==> src/rtl/umi_pkg.sv <==
// Shared definitions for the UMI request arbiter.
// Holds the lock-state encoding used by umi_arbiter.
package umi_pkg;

  // Lock state of the arbiter: free to arbitrate, or holding a stalled grant
  typedef enum logic {
    UMI_ARB_IDLE   = 1'b0,
    UMI_ARB_LOCKED = 1'b1
  } umiArbState_e;

endpackage : umi_pkg

==> src/rtl/umi_arb_priority.sv <==
// Lowest-set-bit one-hot priority encoder.
// Output is all-zero when no request bit is set.
module umi_arb_priority #(
  parameter int N = 4
) (
  input  logic [N-1:0] i_req,
  output logic [N-1:0] o_grant
);

  // Two's-complement trick isolates the least significant set bit
  always_comb begin
    o_grant = i_req & (~i_req + N'(1));
  end

endmodule : umi_arb_priority

==> src/rtl/umi_arbiter.sv <==
// Round-robin / fixed-priority request arbiter that drives the one-hot
// select of an N-input UMI mux. A grant stays locked while the outgoing
// port stalls so the mux select is stable until the transfer is accepted.
// Optional build macro UMI_ARBITER_ONEHOT_CHECK_EN adds a registered
// checker that raises the sticky err_onehot flag; without it err_onehot
// is tied low.
module umi_arbiter
  import umi_pkg::*;
#(
  parameter int N          = 4,
  parameter bit ROUNDROBIN = 1'b1
) (
  input  logic         clk,
  input  logic         reset,
  input  logic [N-1:0] in_valid,
  output logic [N-1:0] in_ready,
  output logic         out_valid,
  input  logic         out_ready,
  output logic [N-1:0] grant,
  output logic         err_protocol,
  output logic         err_onehot
);

  umiArbState_e r_state;
  logic [N-1:0] r_mask;
  logic [N-1:0] r_hold;
  logic         r_errProtocol;

  logic [N-1:0] w_masked;
  logic [N-1:0] w_maskedGrant;
  logic [N-1:0] w_rawGrant;
  logic [N-1:0] w_arbGrant;
  logic         w_withdraw;
  logic [N-1:0] w_grant;
  logic         w_outValid;
  logic         w_accept;
  logic         w_stall;
  logic [N-1:0] w_lowerIncl;
  logic [N-1:0] w_maskNext;

  umi_arb_priority #(.N(N)) u_prioMasked (
    .i_req   (w_masked),
    .o_grant (w_maskedGrant)
  );

  umi_arb_priority #(.N(N)) u_prioRaw (
    .i_req   (in_valid),
    .o_grant (w_rawGrant)
  );

  // Pick the grant: held index while locked, otherwise fresh arbitration;
  // a withdrawn lock falls through to re-arbitrate in the same cycle
  always_comb begin
    w_masked   = in_valid & r_mask;
    w_arbGrant = (ROUNDROBIN && (|w_masked)) ? w_maskedGrant : w_rawGrant;
    w_withdraw = (r_state == UMI_ARB_LOCKED) && !(|(in_valid & r_hold));
    if ((r_state == UMI_ARB_LOCKED) && !w_withdraw) begin
      w_grant = r_hold;
    end else begin
      w_grant = w_arbGrant;
    end
    if (reset) begin
      w_grant = '0;
    end
    w_outValid = |w_grant;
    w_accept   = w_outValid & out_ready;
    w_stall    = w_outValid & ~out_ready;
  end

  // Next round-robin mask: only indices above the accepted one keep priority,
  // wrapping to all ones after the top requester is served
  always_comb begin
    w_lowerIncl = w_grant | (w_grant - N'(1));
    if (&w_lowerIncl) begin
      w_maskNext = '1;
    end else begin
      w_maskNext = ~w_lowerIncl;
    end
  end

  // Lock state machine, rotation mask and sticky protocol-error flag
  always_ff @(posedge clk or posedge reset) begin
    if (reset) begin
      r_state       <= UMI_ARB_IDLE;
      r_hold        <= '0;
      r_mask        <= '1;
      r_errProtocol <= 1'b0;
    end else begin
      if (w_accept) begin
        r_mask <= w_maskNext;
      end
      if (w_withdraw) begin
        r_errProtocol <= 1'b1;
      end
      case (r_state)
        UMI_ARB_IDLE: begin
          if (w_stall) begin
            r_hold  <= w_grant;
            r_state <= UMI_ARB_LOCKED;
          end
        end
        UMI_ARB_LOCKED: begin
          if (w_stall) begin
            r_hold  <= w_grant;
          end else begin
            r_state <= UMI_ARB_IDLE;
          end
        end
        default: r_state <= UMI_ARB_IDLE;
      endcase
    end
  end

  assign grant        = w_grant;
  assign out_valid    = w_outValid;
  assign in_ready     = w_grant & {N{out_ready}};
  assign err_protocol = r_errProtocol;

`ifdef UMI_ARBITER_ONEHOT_CHECK_EN
  logic         r_errOnehot;
  logic         r_prevStall;
  logic [N-1:0] r_prevGrant;
  logic         w_multiHot;
  logic         w_unstable;

  // Flag more than one select bit, or a select that moved during a stall
  always_comb begin
    w_multiHot = (w_grant & (w_grant - N'(1))) != '0;
    w_unstable = r_prevStall && (w_grant != r_prevGrant);
  end

  // Remember last cycle's stall/select and latch any violation until reset
  always_ff @(posedge clk or posedge reset) begin
    if (reset) begin
      r_errOnehot <= 1'b0;
      r_prevStall <= 1'b0;
      r_prevGrant <= '0;
    end else begin
      r_prevStall <= w_stall;
      r_prevGrant <= w_grant;
      if (w_multiHot || w_unstable) begin
        r_errOnehot <= 1'b1;
      end
    end
  end

`ifndef SYNTHESIS
  // Report select violations loudly in simulation
  always @(posedge clk) begin
    if (!reset && (w_multiHot || w_unstable)) begin
      $error("umi_arbiter: grant one-hot/stability violation, grant=%b", w_grant);
    end
  end
`endif

  assign err_onehot = r_errOnehot;
`else
  assign err_onehot = 1'b0;
`endif

endmodule : umi_arbiter

==> config.mk <==
export PLATFORM = sky130hd
export DESIGN_NAME = umi_arbiter
export DESIGN_NICKNAME = d
export VERILOG_FILES = /design/src/rtl/umi_pkg.sv /design/src/rtl/umi_arb_priority.sv /design/src/rtl/umi_arbiter.sv
export SDC_FILE = /design/constraint.sdc
export NUM_CORES = 1
export LEC_CHECK = 0
export CORE_MARGIN = 3
export CORE_UTILIZATION = 50
export CTS_BUF_LIST = sky130_fd_sc_hd__clkbuf_4 sky130_fd_sc_hd__clkbuf_8 sky130_fd_sc_hd__clkbuf_16
export DETAILED_ROUTE_END_ITERATION = 12
export HOLD_SLACK_MARGIN = 0.1
export PLACE_DENSITY = 0.78
export SLEW_MARGIN = 20
export SYNTH_ARGS = -nofsm -noshare
export SYNTH_HDL_FRONTEND = slang
export SYNTH_SLANG_ARGS = --single-unit
==> constraint.sdc <==
create_clock -name clk -period 2.3 [get_ports clk]
set_input_delay 0.23 -clock clk [delete_from_list [all_inputs] [get_ports clk]]
set_output_delay 0.23 -clock clk [all_outputs]
set_load 0.01 [all_outputs]
==> results of run 1 <==
==> stage by stage <==
step	power (mW)	hold slack [ns]
2_1_floorplan	0.813	0.108
3_3_place_gp	1.15	0.455
6_report	1.51	0.415
3_5_place_dp	1.16	0.472
4_1_cts	1.42	0.412
5_1_grt	1.58	0.429
==> cell families (layout without fill, tap and decap cells) <==
family | Yosys count | in the layout | share of synthesized area [%]
AO/OA/AOI/OAI | 41 | 41 | 39.6
buffers and inverters | 12 | 64 | 7.32
flip-flops | 10 | 10 | 29.3
multiplexers | 7 | 7 | 11.5
other | 1 | 1 | 0.430
AND/OR/NAND/NOR | 21 | 21 | 11.9
==> flip-flops by register name (all words and copies together) (netlist names) <==
| name | flops |
|---|---|
| r_hold | 4 |
| r_mask | 4 |
| err_protocol | 1 |
| r_state | 1 |
==> worst max-delay path: stages (launching register included) <==
cell,delay (ns)
dfrtp_1,0.42
buf_4,0.18
nor4_1,0.60
a311oi_4,0.10
nand2b_4,0.17
dlygate4sd2_1,0.28
==> layout by cell type (no fill, tap or decap), types with 3 or more instances in the layout <==
master and instances:
buf_4 37, clkbuf_4 3, a22o_1 4, o21ai_1 5, dfstp_2 4, inv_1 7, dfrtp_1 6, clkdlybuf4s50_1 3
dlygate4sd2_1 10, nand2_1 6, o211ai_1 3, a22oi_2 4, nor2_1 3
==> layer usage <==
layer  global-route usage, %  vias to the layer above
li1                        -                      463
met4                    22.6                        0
met1                    39.3                      485
met5                       0                        -
met3                    4.89                       10
met2                    46.4                       60
==> repair_timing <==
item | CTS | global route
setup buffers | 7 | 4
pin swaps | 3 | 3
gates resized for setup | 21 | 4
endpoints found under the setup margin | 9 | 3
==> cell usage after synthesis, types with 3 or more instances <==
| library cell | instances | area (um^2) |
|---|---|---|
| dfstp_2 | 4 | 105 |
| o2111ai_1 | 3 | 26.3 |
| inv_1 | 7 | 26.3 |
| nor2b_1 | 3 | 18.8 |
| nand2_1 | 6 | 22.5 |
| a22oi_2 | 3 | 37.5 |
| nor2_1 | 4 | 15.0 |
| o21ai_0 | 4 | 20.0 |
| dfrtp_1 | 6 | 150 |
| a22o_1 | 4 | 35.0 |
| o21ai_1 | 3 | 15.0 |
| o211ai_1 | 3 | 22.5 |
==> power groups by stage <==
stage	Sequential (mW)	Clock, mW	Combinational (mW)
floorplan	0.348	0	0.465
global placement	0.356	0	0.794
detailed placement	0.358	0	0.807
CTS	0.350	0.163	0.910
global route	0.364	0.177	1.04
finish	0.359	0.170	0.976
==> worst max path at each step <==
| stage | endpoint | from | cells after the start |
|---|---|---|---|
| floorplan | in_ready[2] | r_hold[0] | 5 |
| global placement | in_ready[2] | in_valid[1] | 6 |
| detailed placement | in_ready[0] | in_valid[1] | 7 |
| CTS | grant[1] | r_hold[1] | 6 |
| global route | out_valid | r_hold[1] | 5 |
| finish | out_valid | r_hold[1] | 5 |
==> cell type report <==
class / instances / share of cell area, %
Sequential cell: 10 / 18.9
Inverter: 7 / 1.94
Timing Repair Buffer: 53 / 31.4
Multi-Input combinational cell: 70 / 43.6
Tap cell: 16 / 1.48
Clock buffer: 4 / 2.68
==> results.cfg, run 1 <==
[power]
switching_share_pct = 41.7
p_switching_uw = 628
power.density_nw_per_um2 = 1110
pwr-share-clk_pct = 11.3
seqPwrFrac_pct = 23.8
p_int_uw = 878
leakagePower_nw = 0.649
peakVddDrop_uv = 773
power_frac_comb_pct = 64.8

[layout]
multi_input_area_um2 = 591
drive_above_1_share_pct = 45.1
antenna_cells = 0
fin_area_um2 = 1350
nFillCells = 90
final_nets = 152
seqCellArea_um2 = 255
post-route-util_pct = 85.9
final_cells = 160
area_growth_pct = 55.2

[setup_path]
cp.required_ns = 2.07
r2r_setup_slack_ns = 0.28
path_max_fanout = 5
critPathCaptureType = primary output
crit_type = flop to primary output
r2r_start = r_hold[0]
rr_endpoint = r_mask[0]
arrival_ns = 2.04
cp-start-kind = flop
reg2regPathDepth = 8

[status]
status = finished clean

[drt]
wl_met3_um = 218
avgViaCountPerCell = 6.36
wl_met1_mm = 1.30
ant_nets = 0
routed.top_layer = met4
drt_iter0_drc = 50
drc = 0
met2_length_mm = 1.44
dr.pass1.iters = 4
wl_mm = 3.05
routedWlPerCell_um = 19.1
vias = 1018

[sta]
period_needed_ns = 2.27
final.period_utilization_pct = 98.7
setup_slack_ns = 0.0308
final.setup_skew_ns = 0.000947
tightest_slew_ns = 0.672
setup_viol = 0
finalHoldViolCount = 0
max_freq_mhz = 441
slew_headroom_pct = 54.8
drv_slew = 0
fin_setup_tns_ns = 0
rsz0062_at_grt = true

[yosys]
synth_edf_count = 0
synth_area_um2 = 872
synth_cell_type_count = 44
syn_nets = 99
ys_warn_count = 0
syn_area_per_cell_um2 = 9.48
ys_seq_area_share_pct = 29.3
async_flop_share_pct = 100
ys.flop_type = dfrtp_1
syn_inst = 92
ys_seq_elements = 10

[clock_tree]
root_buffer = clkbuf_4
cts_buffers = 3
ctsHoldBuffers = 0
cts_tree = built
insertion_delay_ns = 0.28
htree_levels = 1
cts_buffer_depth = 2
clkSinkCount = 10
clk_pin_slew_ns = 0.08

[global_routing]
grt_usage_pct = 30.8
grt_pass1_wl_mm = 4.73
grt_overflow_total = 0
grt_max_degree = 11
antenna_found_initial = 0
grt_pass1_vias = 985

[place]
dp_hpwl_mm = 1.93
gp_congestion = 0.913
port_buffers = 16
place_ws_ns = -0.281
dp.cells = 145
postPlaceCellArea_um2 = 1210

[floorplan]
start_util_pct = 55.3
rows = 14
pin_count = 18
dieArea_um2 = 2280
dieWidth_um = 47.8
core-area_um2 = 1580
die_h_um = 47.8

[min_path]
hp-class = input port to asynchronous set/reset pin

[run]
cap_violations = 0
(Power assumes the default switching activity.)
==> run 2, diff against run 1 <==
Settings changed: ABC_CLOCK_PERIOD_IN_PS from default to 2300, PLACE_DENSITY 0.78 to 0.79, SYNTH_HIERARCHICAL from default to 1.
==> run 2 against run 1 <==
Against the previous run:
- the run now ends with negative setup slack left
- via count down 3.5%
- cell count is 0.63% lower
- sequential cell count is the same
- combinational power up 9%
- setup slack worse by 0.15 ns
- largest cell class unchanged
- non-clock buffer count down 1
- worst hold slack improved by 0.10 ns
- synthesized cell count did not move
- routed wire length shrank 2.7%
- synthesized area fell by 1.0%
- largest power group unchanged
- register-to-register slack got worse by 0.40 ns
==> results.cfg, run 2 <==
[status]
status = finished with violations
violations = negative setup slack

[setup_path]
crit_path_top_delay_cell = dfstp_2
path_max_fanout = 3
cp_cell_sequence = and2_4 -> nor3b_4 -> o21ai_2 -> a311oi_4 -> buf_4 -> buf_4 -> nor2_4 -> buf_6 -> a21oi_4 -> mux2_4
critPathCaptureType = flop
cp_common_cell = buf_4
crit_family = compound AO/OA/AOI/OAI gates
max_stage_delay_ns = 0.56
cp-start-kind = flop
arrival_ns = 2.56
crit_type = flop to flop
cp.required_ns = 2.44
path_buf_inv = 3

[power]
power.density_nw_per_um2 = 1150
total_power_mw = 1.57
leakagePower_nw = 0.618
peakVddDrop_uv = 825

[sta]
max_freq_mhz = 413
period_needed_ns = 2.42
hold_ws_ns = 0.519
final.setup_skew_ns = 0.00216
setup_viol = 4
setup_slack_ns = -0.119
final.period_utilization_pct = 105
rsz0062_at_grt = true
drv_slew = 0
finalHoldViolCount = 0

[yosys]
synth_xor_area_share_pct = 0
ys_seq_area_share_pct = 29.6
ys_warn_count = 6
synth_mux_area_share_pct = 4.35
synth_area_um2 = 863
syn_inst = 92
synth-simple-area-share_pct = 22.6
synth_compound_area_share_pct = 34.8
yosysTopAreaCell = dfrtp_1
synth_most_common_cell = and2_1
synth_cell_type_count = 41
synth_top_area_share_pct = 17.4
synth_common_cells = and2_1, inv_1, dfrtp_1
ys_seq_elements = 10
synth_area_leaders = dfrtp_1, dfstp_2, a22oi_2, and2_1, nor4b_2
syn_area_per_cell_um2 = 9.38
syn_nets = 99
ys.flop_type = dfrtp_1
synth_top_family_by_area = compound AO/OA/AOI/OAI gates
synthAdderAreaFrac_pct = 0
synth_edf_count = 0
async_flop_share_pct = 100

[clock_tree]
cts_buffers = 3
clk_pin_slew_ns = 0.06
cts_tree = built
insertion_delay_ns = 0.26
htree_levels = 1
ctsHoldBuffers = 0
cts_buffer_depth = 2
root_buffer = clkbuf_4
clkSinkCount = 10

[layout]
largestRegisters = r_hold (4), r_mask (4)
antenna_cells = 0
area_growth_pct = 57.4
drive_above_1_share_pct = 58.0
final_nets = 151
final_cells = 159
layout_common_cells = buf_4, inv_1, dfrtp_1
final_common_cell = buf_4
post-route-util_pct = 87.2

[place]
gp_congestion = 0.859
dp.cells = 145
dp_hpwl_mm = 1.84
place_ws_ns = -0.509
port_buffers = 16

[global_routing]
grt_pass1_wl_mm = 4.22
grt_overflow_total = 0
grt_usage_pct = 27.4
grt_max_degree = 11
grt_pass1_vias = 932
antenna_found_initial = 0

[drt]
wl_mm = 2.97
drc = 0
routedWlPerCell_um = 18.7
vias = 982
avgViaCountPerCell = 6.18
dr.pass1.iters = 4
drt_iter0_drc = 28
ant_nets = 0

[run]
cap_violations = 0

[floorplan]
rows = 14
die_h_um = 47.6
dieArea_um2 = 2260
pin_count = 18
core-area_um2 = 1560
dieWidth_um = 47.6
start_util_pct = 55.4

[min_path]
hp-class = input port to asynchronous set/reset pin
[run 2: changes by cell type in the layout (fill, tap and decap cells not counted), sizes merged, moves of 3 or more]
cell	previous run	this run
and2	2	8
clkbuf	4	9
dlygate4sd2	10	4
mux2i	5	0
nand3	1	4
o2111ai	3	0
o211ai	3	0
[run 2: per-stage QoR]
step	TNS [ns]	instance area, um^2
2_1_floorplan	0	863
3_3_place_gp	-4.70	1200
3_5_place_dp	-5.89	1200
4_1_cts	-0.135	1350
5_1_grt	-0.739	1360
6_report	-0.310	1360
[run 2: final cells by class]
| cell class | instances | area [um^2] |
|---|---|---|
| tap | 16 | 20.0 |
| timing repair buffer | 52 | 395 |
| inverter | 9 | 33.8 |
| fill | 78 | 200 |
| clock buffer | 4 | 36.3 |
| multi-input combinational | 68 | 618 |
| sequential | 10 | 255 |
[run 2: repair_timing]
item / 4_1_cts / 5_1_grt
gates resized for setup: 39 / 20
setup buffers: 9 / 1
setup endpoints to repair: 12 / 13
pin swaps: 9 / 8
[run 2: power by group]
group,internal [mW],leakage [nW],switching (mW)
registers,0.274,0.116,0.0821
logic,0.559,0.481,0.499
clock network,0.0961,0.0210,0.0592
[run 2: kinds of logic after synthesis]
| kind of cell | after synthesis |
|---|---|
| muxes | 3 |
| DFF | 10 |
| other | 1 |
| buffers and inverters | 14 |
| and+or+nand+nor | 30 |
| AOI/OAI and AO/OA | 34 |
[run 2: metal layers]
metal	vias up	track usage (%)	wire length [um]
met5	-	0	0
met4	0	11.8	94
met3	13	3.01	104
met2	32	51.6	1510
met1	493	30.8	1260
li1	444	-	-
[run 2: final timing paths]
| kind | from | end | slack, ns | depth (start not counted) |
|---|---|---|---|---|
| setup reg to reg | r_mask[2] | r_hold[0] | -0.12 | 10 |
| max in group asynchronous | reset | r_mask[0] | 1.47 | 2 |
| setup / recovery | r_mask[2] | r_hold[0] | -0.12 | 10 |
| hold reg to reg | r_mask[0] | r_mask[0] | 0.52 | 2 |
| min in group clk | r_mask[0] | r_mask[0] | 0.52 | 2 |
| hold / removal | reset | r_hold[2] | 0.52 | 2 |
==> run 3, diff against run 2 <==
Settings changed: GPL_TIMING_DRIVEN from default to 1.
==> results of run 3 <==
No change in the layout: final DEF, timing and power equal those of run 2.
